<file path="src/rtl/instr_fanout_queue.sv">
// ============================================================================
// instr_fanout_queue
// ----------------------------------------------------------------------------
// Purpose:
//   Clocked, parametrised instruction buffer that replaces the old single-word
//   asynchronous instruction register. Incoming instruction words are held in
//   a DEPTH-entry circular FIFO. The head word is broadcast to N_CONS
//   consumers (decode, ALU and memory stages by default). The head is retired
//   only once every consumer has acknowledged it. This is the clocked
//   equivalent of a Muller C-element join across all consumers.
//
//   Bubble words (opcode field all zero) are accepted from the producer but
//   never stored, so they cost the producer one handshake and nothing else.
//
// Parameters:
//   WIDTH   - instruction word width in bits
//   DEPTH   - FIFO entries; must be a power of two and at least 2
//   N_CONS  - number of consumers that must acknowledge each word (1..8)
//   OPC_MSB - MSB of the opcode field used for bubble detection
//   OPC_LSB - LSB of the opcode field (OPC_LSB <= OPC_MSB < WIDTH)
//
// Ports:
//   clk         in   rising-edge clock
//   rst_n       in   asynchronous active-low reset
//   in_valid    in   producer offers in_data this cycle
//   in_data     in   instruction word [WIDTH]
//   in_ready    out  queue can accept a word this cycle
//   out_valid   out  head word is present on out_data
//   out_data    out  head word [WIDTH], zero when the queue is empty
//   cons_ack    in   per-consumer acknowledge of the head [N_CONS]
//   ack_pending out  consumers that have not yet acknowledged the head
//   count       out  number of stored words [clog2(DEPTH)+1]
//   flush       in   synchronous discard of all contents
// ============================================================================
module instr_fanout_queue #(
    parameter int WIDTH   = 16,
    parameter int DEPTH   = 4,
    parameter int N_CONS  = 3,
    parameter int OPC_MSB = 15,
    parameter int OPC_LSB = 14
) (
    input  logic                     clk,
    input  logic                     rst_n,
    input  logic                     in_valid,
    input  logic [WIDTH-1:0]         in_data,
    output logic                     in_ready,
    output logic                     out_valid,
    output logic [WIDTH-1:0]         out_data,
    input  logic [N_CONS-1:0]        cons_ack,
    output logic [N_CONS-1:0]        ack_pending,
    output logic [$clog2(DEPTH):0]   count,
    input  logic                     flush
);

    localparam int AW = $clog2(DEPTH);
    localparam int CW = AW + 1;
    localparam logic [CW-1:0] DEPTH_C = CW'(DEPTH);

    logic [WIDTH-1:0]  mem [DEPTH];
    logic [AW-1:0]     wr_ptr;
    logic [AW-1:0]     rd_ptr;
    logic [N_CONS-1:0] done;

    logic has_room;
    logic det;
    logic push;
    logic pop;
    logic all_done;

    // Handshake and retirement decisions, all derived from registered state
    // plus the current inputs. in_ready deliberately ignores a pop happening
    // in the same cycle: a full queue never passes a word straight through,
    // which keeps in_ready free of any path from cons_ack.
    // A word is stored only when its opcode field is non-zero; a bubble still
    // completes the producer handshake but never touches memory or count.
    // The join fires when every consumer has either acked earlier (done) or
    // is acking right now (cons_ack). Flush overrides both push and pop.
    always_comb begin
        has_room = (count < DEPTH_C);
        in_ready = has_room & ~flush;
        det      = |in_data[OPC_MSB:OPC_LSB];
        push     = in_valid & in_ready & det;
        out_valid = (count != '0);
        all_done = &(done | cons_ack);
        pop      = out_valid & all_done & ~flush;
    end

    // Head presentation. The data bus is forced to zero when empty so that
    // stale memory contents never leak to the consumers, and the pending mask
    // is only meaningful while a head word exists.
    always_comb begin
        out_data    = out_valid ? mem[rd_ptr] : '0;
        ack_pending = out_valid ? ~done : '0;
    end

    // Storage array. It has no reset: every read is qualified by out_valid,
    // which is derived from count, so uninitialised entries are never seen.
    always_ff @(posedge clk) begin
        if (push) begin
            mem[wr_ptr] <= in_data;
        end
    end

    // Pointer and occupancy bookkeeping. Pointers are AW bits wide so they
    // wrap modulo DEPTH for free (DEPTH is a power of two). A simultaneous
    // store and retire leaves count unchanged; a retire alongside a bubble
    // simply decrements, because the bubble never raises push.
    always_ff @(posedge clk or negedge rst_n) begin
        if (!rst_n) begin
            wr_ptr <= '0;
            rd_ptr <= '0;
            count  <= '0;
        end else if (flush) begin
            wr_ptr <= '0;
            rd_ptr <= '0;
            count  <= '0;
        end else begin
            if (push) begin
                wr_ptr <= wr_ptr + AW'(1);
            end
            if (pop) begin
                rd_ptr <= rd_ptr + AW'(1);
            end
            case ({push, pop})
                2'b10:   count <= count + CW'(1);
                2'b01:   count <= count - CW'(1);
                default: count <= count;
            endcase
        end
    end

    // Per-consumer acknowledge accumulator for the current head. Acks seen
    // while the queue is empty are dropped so an early pulse cannot pre-credit
    // a word that has not arrived yet. OR-ing means a repeated ack from a
    // consumer that already acked is harmless. The mask clears on retirement
    // so the next head starts with every consumer pending.
    always_ff @(posedge clk or negedge rst_n) begin
        if (!rst_n) begin
            done <= '0;
        end else if (flush) begin
            done <= '0;
        end else if (pop) begin
            done <= '0;
        end else if (out_valid) begin
            done <= done | cons_ack;
        end
    end

endmodule
</file>
<file path="config.mk">
export PLATFORM = sky130hd
export DESIGN_NAME = instr_fanout_queue
export DESIGN_NICKNAME = d
export VERILOG_FILES = /design/src/rtl/instr_fanout_queue.sv
export SDC_FILE = /design/constraint.sdc
export NUM_CORES = 1
export LEC_CHECK = 0
export BUFFER_PORTS_ARGS = -buffer_cell sky130_fd_sc_hd__buf_2
export CAP_MARGIN = 20
export CORE_MARGIN = 1
export CORE_UTILIZATION = 30
export CTS_CLUSTER_SIZE = 30
export DETAILED_ROUTE_END_ITERATION = 10
export GPL_TIMING_DRIVEN = 0
export PLACE_DENSITY = 0.45
export REMOVE_ABC_BUFFERS = 1
export SYNTH_ARGS = -nofsm -noshare
export SYNTH_HDL_FRONTEND = slang
export SYNTH_SLANG_ARGS = --single-unit
</file>
<file path="constraint.sdc">
create_clock -name clk -period 2.7 [get_ports clk]
set_input_delay 0.54 -clock clk [delete_from_list [all_inputs] [get_ports clk]]
set_output_delay 0.54 -clock clk [all_outputs]
set_load 0.01 [all_outputs]
</file>
==> Word-level counts from Yosys, hierarchy flattened <==
Memory sizes are Yosys's and may differ from the RTL's.
Cells that the tools add are included.
{ "totals": {"out_inout_bits": 24, "ramBits": 64, "inputBits": 23, "word_cells": 40, "memories": 1, "ff_bits": 10} }
{ "classes": {"n_bitwise": 8, "n_eq_ne": 2, "reduce_logical": 7, "n_addsub": 4, "order_cmp": 1, "n_mux": 13} }
{ "mem_list": {"columns": ["memory", "words", "width", "read_ports", "rd_clocked_by_memory_dff", "wr", "line", "rtl"], "rows": [
  ["mem", 4, 16, 1, 0, 1, "59", "logic [WIDTH-1:0] mem [DEPTH];"]
]} }
{ "ops": {"columns": ["op", "count"], "rows": [
  ["two-way mux 16 bit", 1],
  ["two-way mux 3 bit", 5],
  ["nonzero test 3 bit", 3],
  ["two-way mux 2 bit", 4],
  ["case mux 3 bit (2 select lines)", 1],
  ["AND 1 bit", 5],
  ["adder 2 x 1 -> 2 bit, second input constant", 2],
  ["nonzero test 2 bit", 2],
  ["adder 3 x 1 -> 3 bit, second input constant", 1],
  ["less-than comparator 3 bit, second input constant", 1],
  ["NOT 3 bit", 1],
  ["bitwise OR 3 bit", 1],
  ["AND reduction 3 bit", 1],
  ["subtractor 3 x 1 -> 3 bit, second input constant", 1],
  ["equality test 2 x 1 -> 1 bit, second input constant", 1],
  ["equality test 2 bit, second input constant", 1],
  ["two-way mux 1 bit", 2],
  ["OR reduction 2 bit", 1],
  ["NOT 1 bit", 1]
]} }

==> Longest topological paths before layout <==
{ "depth": {"word_depth": 7, "depth_mapped": 9, "mapped_depth_nobuf": 9} }

==> Worst setup path after synthesis <==
OpenSTA, ideal clock, no wires.
{ "synth_path": {"path_kind": "input port to flip-flop", "startpoint": "input flush", "endpoint": "register count[1]", "setup_slack_ps": 347, "stages": 8, "t_arrival_ps": 2237, "n_path_buf": 0, "setup_ps": 116, "required_time_ps": 2584, "path_cell_list": "or3b_1 nor2_2 nor2_1 and2_1 fa_1 nand2b_1 or3b_1 o311ai_0"} }
{ "synth_via": {"elab_chain_cells": 7, "elab_cells_between_ends": 10, "cone_classes": "2 x eq/ne; 2 x mux; 5 x bitwise; 1 x reduce/logical"} }
{ "synth_lines": {"columns": ["element", "line", "rtl"], "rows": [
  ["start: declaration", "52", "input logic flush"],
  ["NOT 1 bit", "80, 85", null],
  ["AND 1 bit", "80", "in_ready = has_room & ~flush;"],
  ["AND 1 bit (2 in series)", "82", "push = in_valid & in_ready & det;"],
  ["equality test 2 x 1 -> 1 bit or equality test 2 bit (tied branches)", "124", "case ({push, pop})"],
  ["case mux 3 bit (2 select lines)", "124", null],
  ["two-way mux 3 bit", "113", "end else if (flush) begin"],
  ["end signal: assignment", "125", "2'b10: count <= count + CW'(1);"],
  ["end signal: assignment", "126", "2'b01: count <= count - CW'(1);"],
  ["end signal: assignment", "127", "default: count <= count;"],
  ["end: declaration", "51", "output logic [$clog2(DEPTH):0] count,"]
]} }
Parallel ways exist; a longest one is shown, timed or not.
A chain may end at the register's enable or synchronous reset.

==> Final worst setup path <==
{ "layout_path": {"startpoint": "register count[2]", "endpoint": "register count[1]"} }
{ "layout_via": {"elab_chain_cells": 7, "elab_cells_between_ends": 12, "cone_classes": "1 x order compare; 2 x eq/ne; 2 x mux; 5 x bitwise; 2 x reduce/logical"} }
{ "layout_lines": {"columns": ["element", "line", "rtl"], "rows": [
  ["less-than comparator 3 bit", "79", "has_room = (count < DEPTH_C);"],
  ["AND 1 bit", "80", null],
  ["AND 1 bit (2 in series)", "82", null],
  ["equality test 2 x 1 -> 1 bit or equality test 2 bit (tied branches)", "124", null],
  ["case mux 3 bit (2 select lines)", "124", null],
  ["two-way mux 3 bit", "113", null]
]} }
Parallel ways exist; a longest one is shown, timed or not.

==> metrics.txt <==
achievable clock frequency 0.395 GHz; largest delay contributor family on the critical path simple AND/OR/NAND/NOR gates; switching power 0.000602 W; share of total power in the clock network 35.1%; proportion of power drawn by combinational gates 13.7%; Detailed Route Iter0 Violations 39; worst slew margin relative to its limit 40.5%; worst-case clock buffer depth 2; number of register bits inferred by synthesis 74; first element of the critical path count[2]$_DFFE_PN0P_; clk sink count 74; net switching share of the total power 23.5%; worst-margin pin slew 0.893 ns; Data required, critical path 2.91 ns; Synth top area share 62.8%; number of failing hold endpoints at the final stage 0; post-route design area 3730 um^2; area of the core 9820 um^2; Reg2Reg Depth 8; critical-path cell with the highest stage delay sky130_fd_sc_hd__or3b_1; clock input transition at the sequential cells of the worst setup and hold paths 0.08 ns; Placed Instance Area 3440 um^2; CP cell instances or3b_1 > nor2_4 > nor2_1 > and2_1 > fa_1 > nand2b_1 > or3b_1 > o311ai_0; post-synthesis cell type with the largest combined area sky130_fd_sc_hd__edfxtp_1; Critical Path Fanout Max 6; number of buffers added by the clock tree synthesis step 9; maxcap violations 0; Clk Latency, worst-skew pair 0.33 ns; result of the run finished clean; post-synthesis to final-layout area growth 21.9%; internal portion of total power 0.00196 W; detailed-route wire length 5740 um; number of detailed-routing iterations run before antenna repair 4; post-cts hold buffer count 0; vias per std cell 4.41; class of the most critical setup path reg2reg; setup slack on the worst flop-to-flop path 0.17 ns; Residual DRC 0; effective utilization at floorplan 31.1%; total via count after detailed routing 1605; relative contribution of sequential cells to total power 51.1%; number of buffers inserted by port buffering 46; overall die area 10600 um^2; vias in the first global route 1611; maximum clock skew at final layout 0.00566 ns; leading cell type in the layout, fill and taps excluded sky130_fd_sc_hd__edfxtp_1; pins over their slew limit 0; overall routing resource usage 12.1%; worst reg2reg endpoint count[1]$_DFFE_PN0P_; worst endpoint data arrival time 2.74 ns; worst path bufs/invs 0; cell area after technology mapping 3060 um^2; routed wirelength normalized by instance count 15.8 um; Setup-failing EPs final 0; htree depth 3; maximum number of pins on one net before global-route repair 18; die height 103 um; share of the cycle needed by the critical path after routing 93.8%; highest-count cells in the layout ignoring fill and taps sky130_fd_sc_hd__edfxtp_1 (64), sky130_fd_sc_hd__buf_2 (46), sky130_fd_sc_hd__and2_1 (21), sky130_fd_sc_hd__mux4_2 (16), sky130_fd_sc_hd__nor2_1 (11); global-route wire length before repair 9000 um; register area share after synthesis 71.0%; leftover overflow at the end of global routing 0; maximum single-stage delay on the critical path 0.48 ns; Power Dens Cells 687 nW/um^2; Top Ports 47; die boundary width 103 um; fin nets 254; Post-Syn Instances 168; main area contributors after synthesis sky130_fd_sc_hd__edfxtp_1 (63%), sky130_fd_sc_hd__mux4_2 (12%), sky130_fd_sc_hd__dfrtp_1 (8.2%); Final Total Pwr 0.00256 W; CTS tree done; count of standard-cell rows 36; global placement routability congestion 0.691; maximum vdd drop 0.000222 V; initial antenna violation count 0; sum of net half-perimeters after detailed placement 3480 um; startpoint class of the critical path flop; setup repair after global routing missed its margin false; kind of end point of the critical path flop; fraction of final layout cells with drive strength greater than 1 39.4%; final antenna-violating net count 0; worst hold-check path type in2async; post-route minimum period 2.53 ns; reg2reg start count[2]$_DFFE_PN0P_; number of inserted diodes 0; Synth Area per Inst 18.2 um^2; number of synthesis warnings 0; Unique masters post-synth 28; cell repeated most along the worst path sky130_fd_sc_hd__or3b_1; Root Buffer sky130_fd_sc_hd__clkbuf_8; static leakage 1.35 nW
## cell usage after synthesis
library cell               number
sky130_fd_sc_hd__inv_1          5
sky130_fd_sc_hd__buf_4          2
sky130_fd_sc_hd__mux4_2        16
sky130_fd_sc_hd__a21oi_1        3
sky130_fd_sc_hd__nand2b_1       2
sky130_fd_sc_hd__mux2i_1        1
sky130_fd_sc_hd__nor3_2         1
sky130_fd_sc_hd__nand2_1        1
sky130_fd_sc_hd__buf_2          2
sky130_fd_sc_hd__fa_1           1
sky130_fd_sc_hd__edfxtp_1      64
sky130_fd_sc_hd__nor4b_1        1
sky130_fd_sc_hd__nor2_2         1
sky130_fd_sc_hd__ha_1           4
sky130_fd_sc_hd__nor3_4         1
sky130_fd_sc_hd__mux2_2         1
sky130_fd_sc_hd__o31ai_1        2
sky130_fd_sc_hd__clkbuf_1       4
sky130_fd_sc_hd__xnor2_1        3
sky130_fd_sc_hd__and2_1        21
sky130_fd_sc_hd__or3b_1         2
sky130_fd_sc_hd__dfrtp_1       10
sky130_fd_sc_hd__o22ai_1        1
sky130_fd_sc_hd__xnor3_1        1
sky130_fd_sc_hd__nor3_1         5
sky130_fd_sc_hd__nor2_1        11
sky130_fd_sc_hd__o311ai_0       1
sky130_fd_sc_hd__a221oi_1       1
## kinds of logic after synthesis
logic type	count (synthesis)	share of synthesized area (%)
xor gates and xnor gates	4	1.60
DFF	74	71.0
AOI/OAI and AO/OA	8	1.76
muxes	18	12.5
adders and majority gates	5	2.29
buffers and inverters	13	1.92
and+or+nand+nor	46	8.92
## state kept, by name, indices dropped and copies added, names as in the netlist
name	count
mem	64
count	3
done	3
rd_ptr	2
wr_ptr	2
## worst max-delay path by stage
stage | cells past startpoint | slack [ns] | end
4_1_cts | 8 | 0.05 | count[1]$_DFFE_PN0P_
3_5_place_dp | 9 | -0.31 | count[1]$_DFFE_PN0P_
5_1_grt | 3 | 0.01 | out_data[0]
2_1_floorplan | 8 | 0.19 | count[1]$_DFFE_PN0P_
6_report | 8 | 0.17 | count[1]$_DFFE_PN0P_
3_3_place_gp | 9 | -0.30 | count[1]$_DFFE_PN0P_
## power by group through the flow
stage / combinational (W) / sequential (W) / clock [W]
global route: 0.000394 / 0.00132 / 0.000975
CTS: 0.000359 / 0.00131 / 0.000930
detailed placement: 0.000316 / 0.00133 / 0
global placement: 0.000302 / 0.00134 / 0
finish: 0.000352 / 0.00131 / 0.000900
floorplan: 0.000171 / 0.00133 / 0
## timing repair
item	4_1_cts	5_1_grt
pin swaps	1	1
gates resized for setup	4	1
buffers inserted	4	3
cloned	1	0
setup endpoints to repair	17	3
## stage by stage
step,utilization (%),cells,hold WS (ns),setup slack [ns],setup TNS (ns)
5_1_grt,38.0,364,0.0414,0.0148,0
6_report,38.0,364,0.0526,0.168,0
3_5_place_dp,35.1,340,0.425,-0.311,-6.62
4_1_cts,37.7,361,0.0481,0.0467,0
3_3_place_gp,34.8,339,0.425,-0.303,-6.19
2_1_floorplan,-,160,0.244,0.189,0
## final cells by class
type                            instances  area [um^2]
Tap cell                              133          166
Inverter                                5         22.5
Timing Repair inverter                  1         7.51
Fill cell                             948         6090
Multi-Input combinational cell         81          838
Timing Repair Buffer                   54          310
Clock buffer                           10          128
Clock inverter                          6         81.3
Sequential cell                        74         2170
## per-layer routing
metal  part of all wire (%)  track usage [%]  vias to the layer above
met2                     50             20.6                       40
li1                       -                -                      759
met1                     45             14.2                      800
met5                      0                0                        -
met4                    1.2             3.58                        0
met3                    3.9             4.88                        6
No activity file was read; power rests on OpenSTA's default activity.
